[config.mk]
export PLATFORM = sky130hd
export DESIGN_NAME = lock_arb_master
export DESIGN_NICKNAME = d
export VERILOG_FILES = /design/src/rtl/lock_arb_master.sv
export SDC_FILE = /design/constraint.sdc
export NUM_CORES = 1
export LEC_CHECK = 0
export ABC_CLOCK_PERIOD_IN_PS = 2300
export BUFFER_PORTS_ARGS = -buffer_cell sky130_fd_sc_hd__buf_2
export CAP_MARGIN = 20
export CORE_MARGIN = 2
export CORE_UTILIZATION = 40
export CTS_BUF_LIST = sky130_fd_sc_hd__clkbuf_2 sky130_fd_sc_hd__clkbuf_4 sky130_fd_sc_hd__clkbuf_8
export DETAILED_ROUTE_END_ITERATION = 10
export SLEW_MARGIN = 15
export SYNTH_ARGS = -nofsm -noshare
export SYNTH_HDL_FRONTEND = slang
export SYNTH_SLANG_ARGS = --single-unit
[constraint.sdc]
create_clock -name clk -period 2.3 [get_ports clk]
set_input_delay 0.115 -clock clk [delete_from_list [all_inputs] [get_ports clk]]
set_output_delay 0.115 -clock clk [all_outputs]
set_load 0.005 [all_outputs]
[src/rtl/lock_arb_master.sv]
// Round-robin arbiter and 4-phase handshake master driving the async locker.
// One requester is granted per transaction. The grant drives lock and then hs_req.
// The locker's ack is synchronised into clk, and the handshake returns to zero before done pulses.
module lock_arb_master #(
  parameter int unsigned N_REQ       = 4,
  parameter int unsigned SYNC_STAGES = 2,
  parameter int unsigned TIMEOUT_CYC = 255
) (
  input  logic             clk,
  input  logic             rst,
  input  logic [N_REQ-1:0] req_vec,
  output logic [N_REQ-1:0] gnt_vec,
  output logic             done,
  output logic             lock,
  output logic             hs_req,
  input  logic             hs_ack,
  output logic             busy,
  output logic             err
);

  localparam int unsigned PTR_W = (N_REQ > 1) ? $clog2(N_REQ) : 1;
  localparam int unsigned CNT_W = $clog2(TIMEOUT_CYC + 1);
  localparam logic [CNT_W-1:0] TIMEOUT_MAX = CNT_W'(TIMEOUT_CYC);
  localparam logic [PTR_W-1:0] LAST_IDX    = PTR_W'(N_REQ - 1);

  typedef enum logic [2:0] {
    S_IDLE,
    S_GRANT,
    S_REQ,
    S_WAIT_HI,
    S_DROP,
    S_WAIT_LO,
    S_DONE
  } state_t;

  state_t                 state_q, state_d;
  logic [SYNC_STAGES-1:0] sync_q;
  logic                   ack_s;
  logic [PTR_W-1:0]       rr_ptr, rr_ptr_d;
  logic [PTR_W-1:0]       win_q, win_d;
  logic [PTR_W-1:0]       win_idx;
  logic                   win_found;
  logic [CNT_W-1:0]       cnt_q, cnt_d, cnt_inc;
  logic [N_REQ-1:0]       gnt_d;
  logic                   lock_d, hs_req_d, done_d, busy_d, err_d;

  // Bring the asynchronous locker ack into the clk domain.
  always_ff @(posedge clk or posedge rst) begin
    if (rst) begin
      sync_q <= '0;
    end else begin
      sync_q <= {sync_q[SYNC_STAGES-2:0], hs_ack};
    end
  end

  assign ack_s = sync_q[SYNC_STAGES-1];

  // Find the first request at or above the rr pointer, wrapping from N_REQ-1 to 0.
  always_comb begin
    int unsigned cand;
    cand      = 0;
    win_found = 1'b0;
    win_idx   = '0;
    for (int unsigned k = 0; k < N_REQ; k++) begin
      cand = (32'(rr_ptr) + k) % N_REQ;
      if (!win_found && req_vec[cand]) begin
        win_found = 1'b1;
        win_idx   = PTR_W'(cand);
      end
    end
  end

  // The wait counter saturates so that a long stall cannot wrap and hide the timeout.
  assign cnt_inc = (cnt_q == TIMEOUT_MAX) ? cnt_q : cnt_q + 1'b1;

  // State register.
  always_ff @(posedge clk or posedge rst) begin
    if (rst) begin
      state_q <= S_IDLE;
    end else begin
      state_q <= state_d;
    end
  end

  // Compute the next state and the next value of every registered output.
  always_comb begin
    state_d  = state_q;
    gnt_d    = gnt_vec;
    lock_d   = lock;
    hs_req_d = hs_req;
    done_d   = 1'b0;
    err_d    = err;
    cnt_d    = cnt_q;
    win_d    = win_q;
    rr_ptr_d = rr_ptr;
    unique case (state_q)
      S_IDLE: begin
        // A stale ack means the locker has not yet returned to zero, so no grant is made.
        if (win_found && !ack_s) begin
          gnt_d          = '0;
          gnt_d[win_idx] = 1'b1;
          win_d          = win_idx;
          state_d        = S_GRANT;
        end
      end
      S_GRANT: begin
        lock_d  = 1'b1;
        state_d = S_REQ;
      end
      S_REQ: begin
        hs_req_d = 1'b1;
        cnt_d    = '0;
        state_d  = S_WAIT_HI;
      end
      S_WAIT_HI: begin
        if (ack_s) begin
          state_d = S_DROP;
        end else begin
          cnt_d = cnt_inc;
          if (cnt_inc == TIMEOUT_MAX) err_d = 1'b1;
        end
      end
      S_DROP: begin
        // ack = req_out | lock, so both must fall together for ack to return to zero.
        hs_req_d = 1'b0;
        lock_d   = 1'b0;
        cnt_d    = '0;
        state_d  = S_WAIT_LO;
      end
      S_WAIT_LO: begin
        if (!ack_s) begin
          state_d = S_DONE;
        end else begin
          cnt_d = cnt_inc;
          if (cnt_inc == TIMEOUT_MAX) err_d = 1'b1;
        end
      end
      S_DONE: begin
        gnt_d    = '0;
        done_d   = 1'b1;
        rr_ptr_d = (win_q == LAST_IDX) ? '0 : win_q + 1'b1;
        state_d  = S_IDLE;
      end
      default: state_d = S_IDLE;
    endcase
    busy_d = (state_d != S_IDLE);
  end

  // Register the outputs and the arbitration and timeout bookkeeping.
  always_ff @(posedge clk or posedge rst) begin
    if (rst) begin
      gnt_vec <= '0;
      lock    <= 1'b0;
      hs_req  <= 1'b0;
      done    <= 1'b0;
      busy    <= 1'b0;
      err     <= 1'b0;
      cnt_q   <= '0;
      win_q   <= '0;
      rr_ptr  <= '0;
    end else begin
      gnt_vec <= gnt_d;
      lock    <= lock_d;
      hs_req  <= hs_req_d;
      done    <= done_d;
      busy    <= busy_d;
      err     <= err_d;
      cnt_q   <= cnt_d;
      win_q   <= win_d;
      rr_ptr  <= rr_ptr_d;
    end
  end

endmodule

==> results of run 1 <==
-- power groups by stage --
stage               registers [mW]  logic (mW)  clock network, mW
CTS                          0.789       0.768              0.240
floorplan                    0.722       0.692                  0
finish                       0.789       0.761              0.227
global placement             0.786       0.747                  0
global route                 0.818       0.854              0.260
detailed placement           0.800       0.763                  0
-- flip-flops by register name, summed over array words and instances (netlist names) --
signal / cells
busy: 1
lock: 1
err: 1
done: 1
cnt_q: 8
hs_req: 1
win_q: 2
rr_ptr: 2
gnt_vec: 4
state_q: 3
sync_q: 2
-- cells in the mapped netlist (all sizes together), types with 2 or more instances --
cell type  count
o22ai          4
nand2         11
or3            3
nand3          7
buf            7
a21oi         19
nor2           9
nand2b         6
ha             4
dfrtp         26
a21o           2
mux2i          3
o21ai          8
nor3           2
a31oi          2
a31o           3
o221ai         2
mux2           3
inv            9
and3           5
-- logic make-up after synthesis --
kind of cell	after synthesis
buffers and inverters	16
flip-flops	26
AND/OR/NAND/NOR	46
AO/OA/AOI/OAI	50
XOR/XNOR	1
multiplexers	6
adder cells (fa/ha/maj)	4
-- routing by layer --
layer	GRT usage (%)	up-vias
met1	19.2	556
li1	-	572
met2	22.9	24
met4	2.45	0
met3	3.70	2
met5	0	-
-- worst register-to-register path, delay by kind of cell (launching register included) --
kind,cells,cell delay (ns)
multiplexers,1,0.28
AO/OA/AOI/OAI,2,0.45
buffers and inverters,1,0.11
adder cells (fa/ha/maj),1,0.35
flip-flops,1,0.62
-- metrics by stage --
step                cells  hold slack [ns]  utilization (%)
finish                210            0.181             46.8
global route          210            0.176             46.8
CTS                   210            0.166             46.8
detailed placement    204            0.187             45.1
global placement      204            0.186             45.1
floorplan             149            0.146                -
-- path summary, 6_finish.rpt --
check,slack (ns),endpoint,from,depth (start not counted)
min in group asynchronous,0.37,gnt_vec[0],rst,4
max in group asynchronous,1.69,cnt_q[1],rst,4
min,0.18,gnt_vec[1],req_vec[3],4
min reg2reg,0.37,sync_q[1],sync_q[0],0
max,0.40,cnt_q[0],state_q[1],5
max reg2reg,0.40,cnt_q[0],state_q[1],5
-- cell type report --
class / instances / share of cell area (%)
multi-input combinational: 107 / 44.5
sequential: 26 / 41.0
timing repair buffer: 18 / 6.47
tap: 46 / 3.63
clock buffer: 4 / 2.29
inverter: 9 / 2.13
-- timing repair --
item / in CTS / in global routing
setup buffers: 0 / 0
hold endpoints to repair: 27 / 0
hold buffers: 2 / 0
==> results_dict.tcl, run 1 <==
set metrics [dict create \
    synth_top_area_share_pct 45.3 \
    seqCellArea_um2 651 \
    synthXorXnorAreaFrac_pct 0.609 \
    clk_path_buf_depth 2 \
    track_usage_pct 14.1 \
    drc 0 \
    period_needed_ns 1.90 \
    layout_common_cells "dfrtp_1 (26), a21oi_1 (18), buf_2 (15)" \
    grt_pass1_vias 1007 \
    port_buffers 15 \
    setup_tns_ns 0 \
    critical_path_class "reg -> reg" \
    synth_top_family_by_area "compound AO/OA/AOI/OAI gates" \
    synthSimpleGateAreaFrac_pct 16.8 \
    crit_fanout 14 \
    first_pass_iters 4 \
    gp_congestion 0.833 \
    fin_worst_skew_ns 0.00418 \
    setup_violations 0 \
    ys_warn_count 0 \
    start_kind "flop" \
    maxCapViolations 0 \
    critPathTopFamily "flip-flops" \
    cp_slowest_stage_delay_ns 0.62 \
    max_slew_margin_pct 72.7 \
    clkTransAtPathRegs_ns 0.14 \
    rsz0062_at_grt "false" \
    synthMuxAreaShare_pct 5.31 \
    hold_class "in -> reg" \
    synth_fa_ha_area_share_pct 3.48 \
    dp_hpwl_um 2050 \
    status "completed" \
    swShare_pct 40.4 \
    syn_to_final_growth_pct 10.4 \
    core_area_um2 3390 \
    final_antenna_net_count 0 \
    slew_viol_final 0 \
    dr_wl_met3_um 107 \
    start_util_pct 42.4 \
    tightest_slew_ns 0.409 \
    power.leakage_nw 0.730 \
    fillers 305 \
    grt_overflow 0 \
    cts_num_sinks 26 \
    io_pins 16 \
    finalWorstSetupSlack_ns 0.399 \
    place_area_um2 1530 \
    synth_top_cell_by_area "dfrtp_1" \
    slowest_stage "dfrtp_1" \
    ys_seq_elements 26 \
    p_switching_uw 718 \
    clock.fmax_ghz 0.526 \
    worstSetupEndpointType "flop" \
    design_area_um2 1590 \
    vias_per_cell 5.50 \
    p_total_mw 1.78 \
    path_cells "inv_2, ha_1, a21oi_4, o21ai_1, mux2_2" \
    final_nets 176 \
    grt_start_max_net_pins 27 \
    ys_top_cells_by_area "dfrtp_1 (45%), a21oi_1 (6.3%), ha_1 (3.5%)" \
    wire_per_inst_um 13.0 \
    cts_buffers 3 \
    hold_viol_final 0 \
    synth-edff-count 0 \
    ys_types 43 \
    async_flop_share_pct 100 \
    power.density_nw_per_um2 1120 \
    top_layer "met4" \
    post_cts_resized 0 \
    antennaDiodeCount 0 \
    p_int_mw 1.06 \
    die_area_um2 4090 \
    synth-compound-area-share_pct 22.9 \
    p_clk_share_pct 12.7 \
    vias 1154 \
    wl_met2_um 1290 \
    crit_arrival_ns 2.12 \
    clk_latency_ns 0.31 \
    ys_seq_area_share_pct 45.3 \
    peakVddDrop_mv 0.584 \
    antenna_found_initial 0 \
    pwr-share-comb_pct 42.9 \
    cp_num_buf_inv 1 \
    multiInputGateArea_um2 706 \
    cts_tree "done" \
    met1_length_um 1330 \
    seqPwrFrac_pct 44.4 \
    dp_slack_ns 0.423 \
    synth_nets 160 \
    drt_iter0_markers 85 \
    synthCells 149 \
    fin_crit_sh_pct 82.6 \
    synth_flop_cell "dfrtp_1" \
    syn_avg_cell_area_um2 9.65 \
    grt_pass1_wl_um 4530 \
    drive_above_1_share_pct 18.9 \
    cp.required_ns 2.52 \
    chipWidth_um 64.0 \
    fp.dieH_um 64.0 \
    cts_root_buf "clkbuf_4" \
    drt-total-wl_um 2740 \
    final_common_cell "dfrtp_1" \
    floorplan.rows 21 \
    ctsHtreeMaxLevel 1 \
    synth_area_um2 1440 \
]
No activity file was read; power rests on OpenSTA's default activity.
==> inputs of run 2 (changes only) <==
--- a/config.mk
+++ b/config.mk
@@ -5,7 +5,7 @@
 export SDC_FILE = /design/constraint.sdc
 export NUM_CORES = 1
 export LEC_CHECK = 0
-export ABC_CLOCK_PERIOD_IN_PS = 2300
+export ABC_CLOCK_PERIOD_IN_PS = 1980
 export BUFFER_PORTS_ARGS = -buffer_cell sky130_fd_sc_hd__buf_2
 export CAP_MARGIN = 20
 export CORE_MARGIN = 2
==> constraint.sdc (replaced) <==
create_clock -name clk -period 1.98 [get_ports clk]
set_input_delay 0.099 -clock clk [delete_from_list [all_inputs] [get_ports clk]]
set_output_delay 0.099 -clock clk [all_outputs]
set_load 0.005 [all_outputs]
==> run 2 against run 1 <==
  * Clock power up 59%
  * Register-to-register slack worse by 0.097 ns
  * Via count up 0.35%
  * Critical path type unchanged
==> results_dict.tcl, run 2 (synthesized netlist as in run 1, its figures left out) <==
set metrics [dict create \
    largest_reg_flops 8 \
    regMostFlops "cnt_q" \
    fin_worst_skew_ns 0.00684 \
    drt_iter0_markers 31 \
    antenna_found_initial 0 \
    power.leakage_nw 0.752 \
    tightest_slew_ns 0.393 \
    start_kind "flop" \
    place_inst 207 \
    ctsHtreeMaxLevel 1 \
    slew_viol_final 0 \
    met1_length_um 1350 \
    antennaDiodeCount 0 \
    hold_viol_final 0 \
    clkTransAtPathRegs_ns 0.14 \
    wire_per_inst_um 13.2 \
    worstSetupEndpointType "flop" \
    peakVddDrop_mv 0.422 \
    wl_met2_um 1360 \
    dr_wl_met3_um 70 \
    period_needed_ns 1.68 \
    io_pins 16 \
    clk_latency_ns 0.32 \
    first_pass_iters 4 \
    top_layer "met4" \
    fin_crit_sh_pct 84.7 \
    final_cells 213 \
    final_antenna_net_count 0 \
    rsz0062_at_grt "false" \
    maxCapViolations 0 \
    grt_pass1_wl_um 4910 \
    hold_class "in -> reg" \
    clk_path_buf_depth 2 \
    gp_congestion 0.806 \
    cts_tree "done" \
    design_area_um2 1630 \
    vias_per_cell 5.44 \
    die_area_um2 4090 \
    track_usage_pct 15.1 \
    drt-total-wl_um 2820 \
    vias 1158 \
    core_area_um2 3390 \
    crit_fanout 8 \
    grt_overflow 0 \
    place_area_um2 1550 \
    start_util_pct 42.4 \
    cts_num_sinks 26 \
    max_slew_margin_pct 73.8 \
    chipWidth_um 64.0 \
    drc 0 \
    fp.dieH_um 64.0 \
    layout_common_cells "dfrtp_1 (26), a21oi_1 (18), buf_2 (15)" \
    cts_post_setup_buffers_inserted 0 \
    setup_tns_ns 0 \
    floorplan.rows 21 \
    reg.largest.list "cnt_q (8), gnt_vec (4), state_q (3)" \
    cts_buffers 3 \
    cts_root_buf "clkbuf_4" \
    cp.required_ns 2.20 \
    clock.fmax_ghz 0.596 \
    final_nets 179 \
    crit_arrival_ns 1.90 \
    final_common_cell "dfrtp_1" \
    dp_hpwl_um 2150 \
    drive_above_1_share_pct 20.4 \
    grt_pass1_vias 1055 \
    power.density_nw_per_um2 1360 \
    setup_violations 0 \
    grt_start_max_net_pins 27 \
    status "completed" \
    syn_to_final_growth_pct 13.1 \
    critical_path_class "reg -> reg" \
    fillers 321 \
    port_buffers 15 \
]
run 2: through the flow:
stage	hold slack, ns	util (%)	total power, mW	setup WS, ns
floorplan	0.130	-	1.64	0.355
global placement	0.174	45.8	1.84	0.329
detailed placement	0.176	45.8	1.87	0.336
CTS	0.164	48.0	2.24	0.303
global route	0.190	48.0	2.41	0.207
finish	0.192	48.0	2.22	0.303
run 2: routing by layer:
layer | GRT usage, % | vias up
li1 | - | 578
met1 | 20.2 | 559
met2 | 24.5 | 17
met3 | 2.11 | 4
met4 | 5.98 | 0
met5 | 0 | -
run 2: power by group:
part	internal (mW)	switching [mW]	total (mW)
logic	0.457	0.501	0.958
clock network	0.205	0.155	0.360
registers	0.700	0.201	0.901
total	1.36	0.857	2.22
run 2: what timing repair did:
item	in CTS	in global routing
endpoints found under the hold margin	27	0
gates resized for setup	0	0
hold buffers	2	0
run 2: path summary, 6_finish.rpt:
check	start	endpoint	depth (start not counted)	slack (ns)
max	state_q[1]	cnt_q[0]	5	0.30
max in group asynchronous	rst	cnt_q[7]	4	1.37
max reg2reg	state_q[1]	cnt_q[0]	5	0.30
min in group asynchronous	rst	sync_q[0]	4	0.35
min	req_vec[3]	gnt_vec[1]	4	0.19
min reg2reg	sync_q[0]	sync_q[1]	0	0.38
run 2: worst max-delay path: stages (launching register included):
cell,delay (ns)
dfrtp_1,0.51
inv_2,0.10
ha_1,0.33
a21oi_4,0.22
o21ai_1,0.14
mux2_2,0.28
run 2: layout make-up:
class	count	area [um2]	share of cell area [%]
tap	46	57.6	3.54
inverter	9	33.8	2.08
timing repair buffer	21	125	7.70
clock buffer	3	22.5	1.39
multi-input combinational	107	706	43.4
clock inverter	1	30.0	1.85
sequential	26	651	40.0
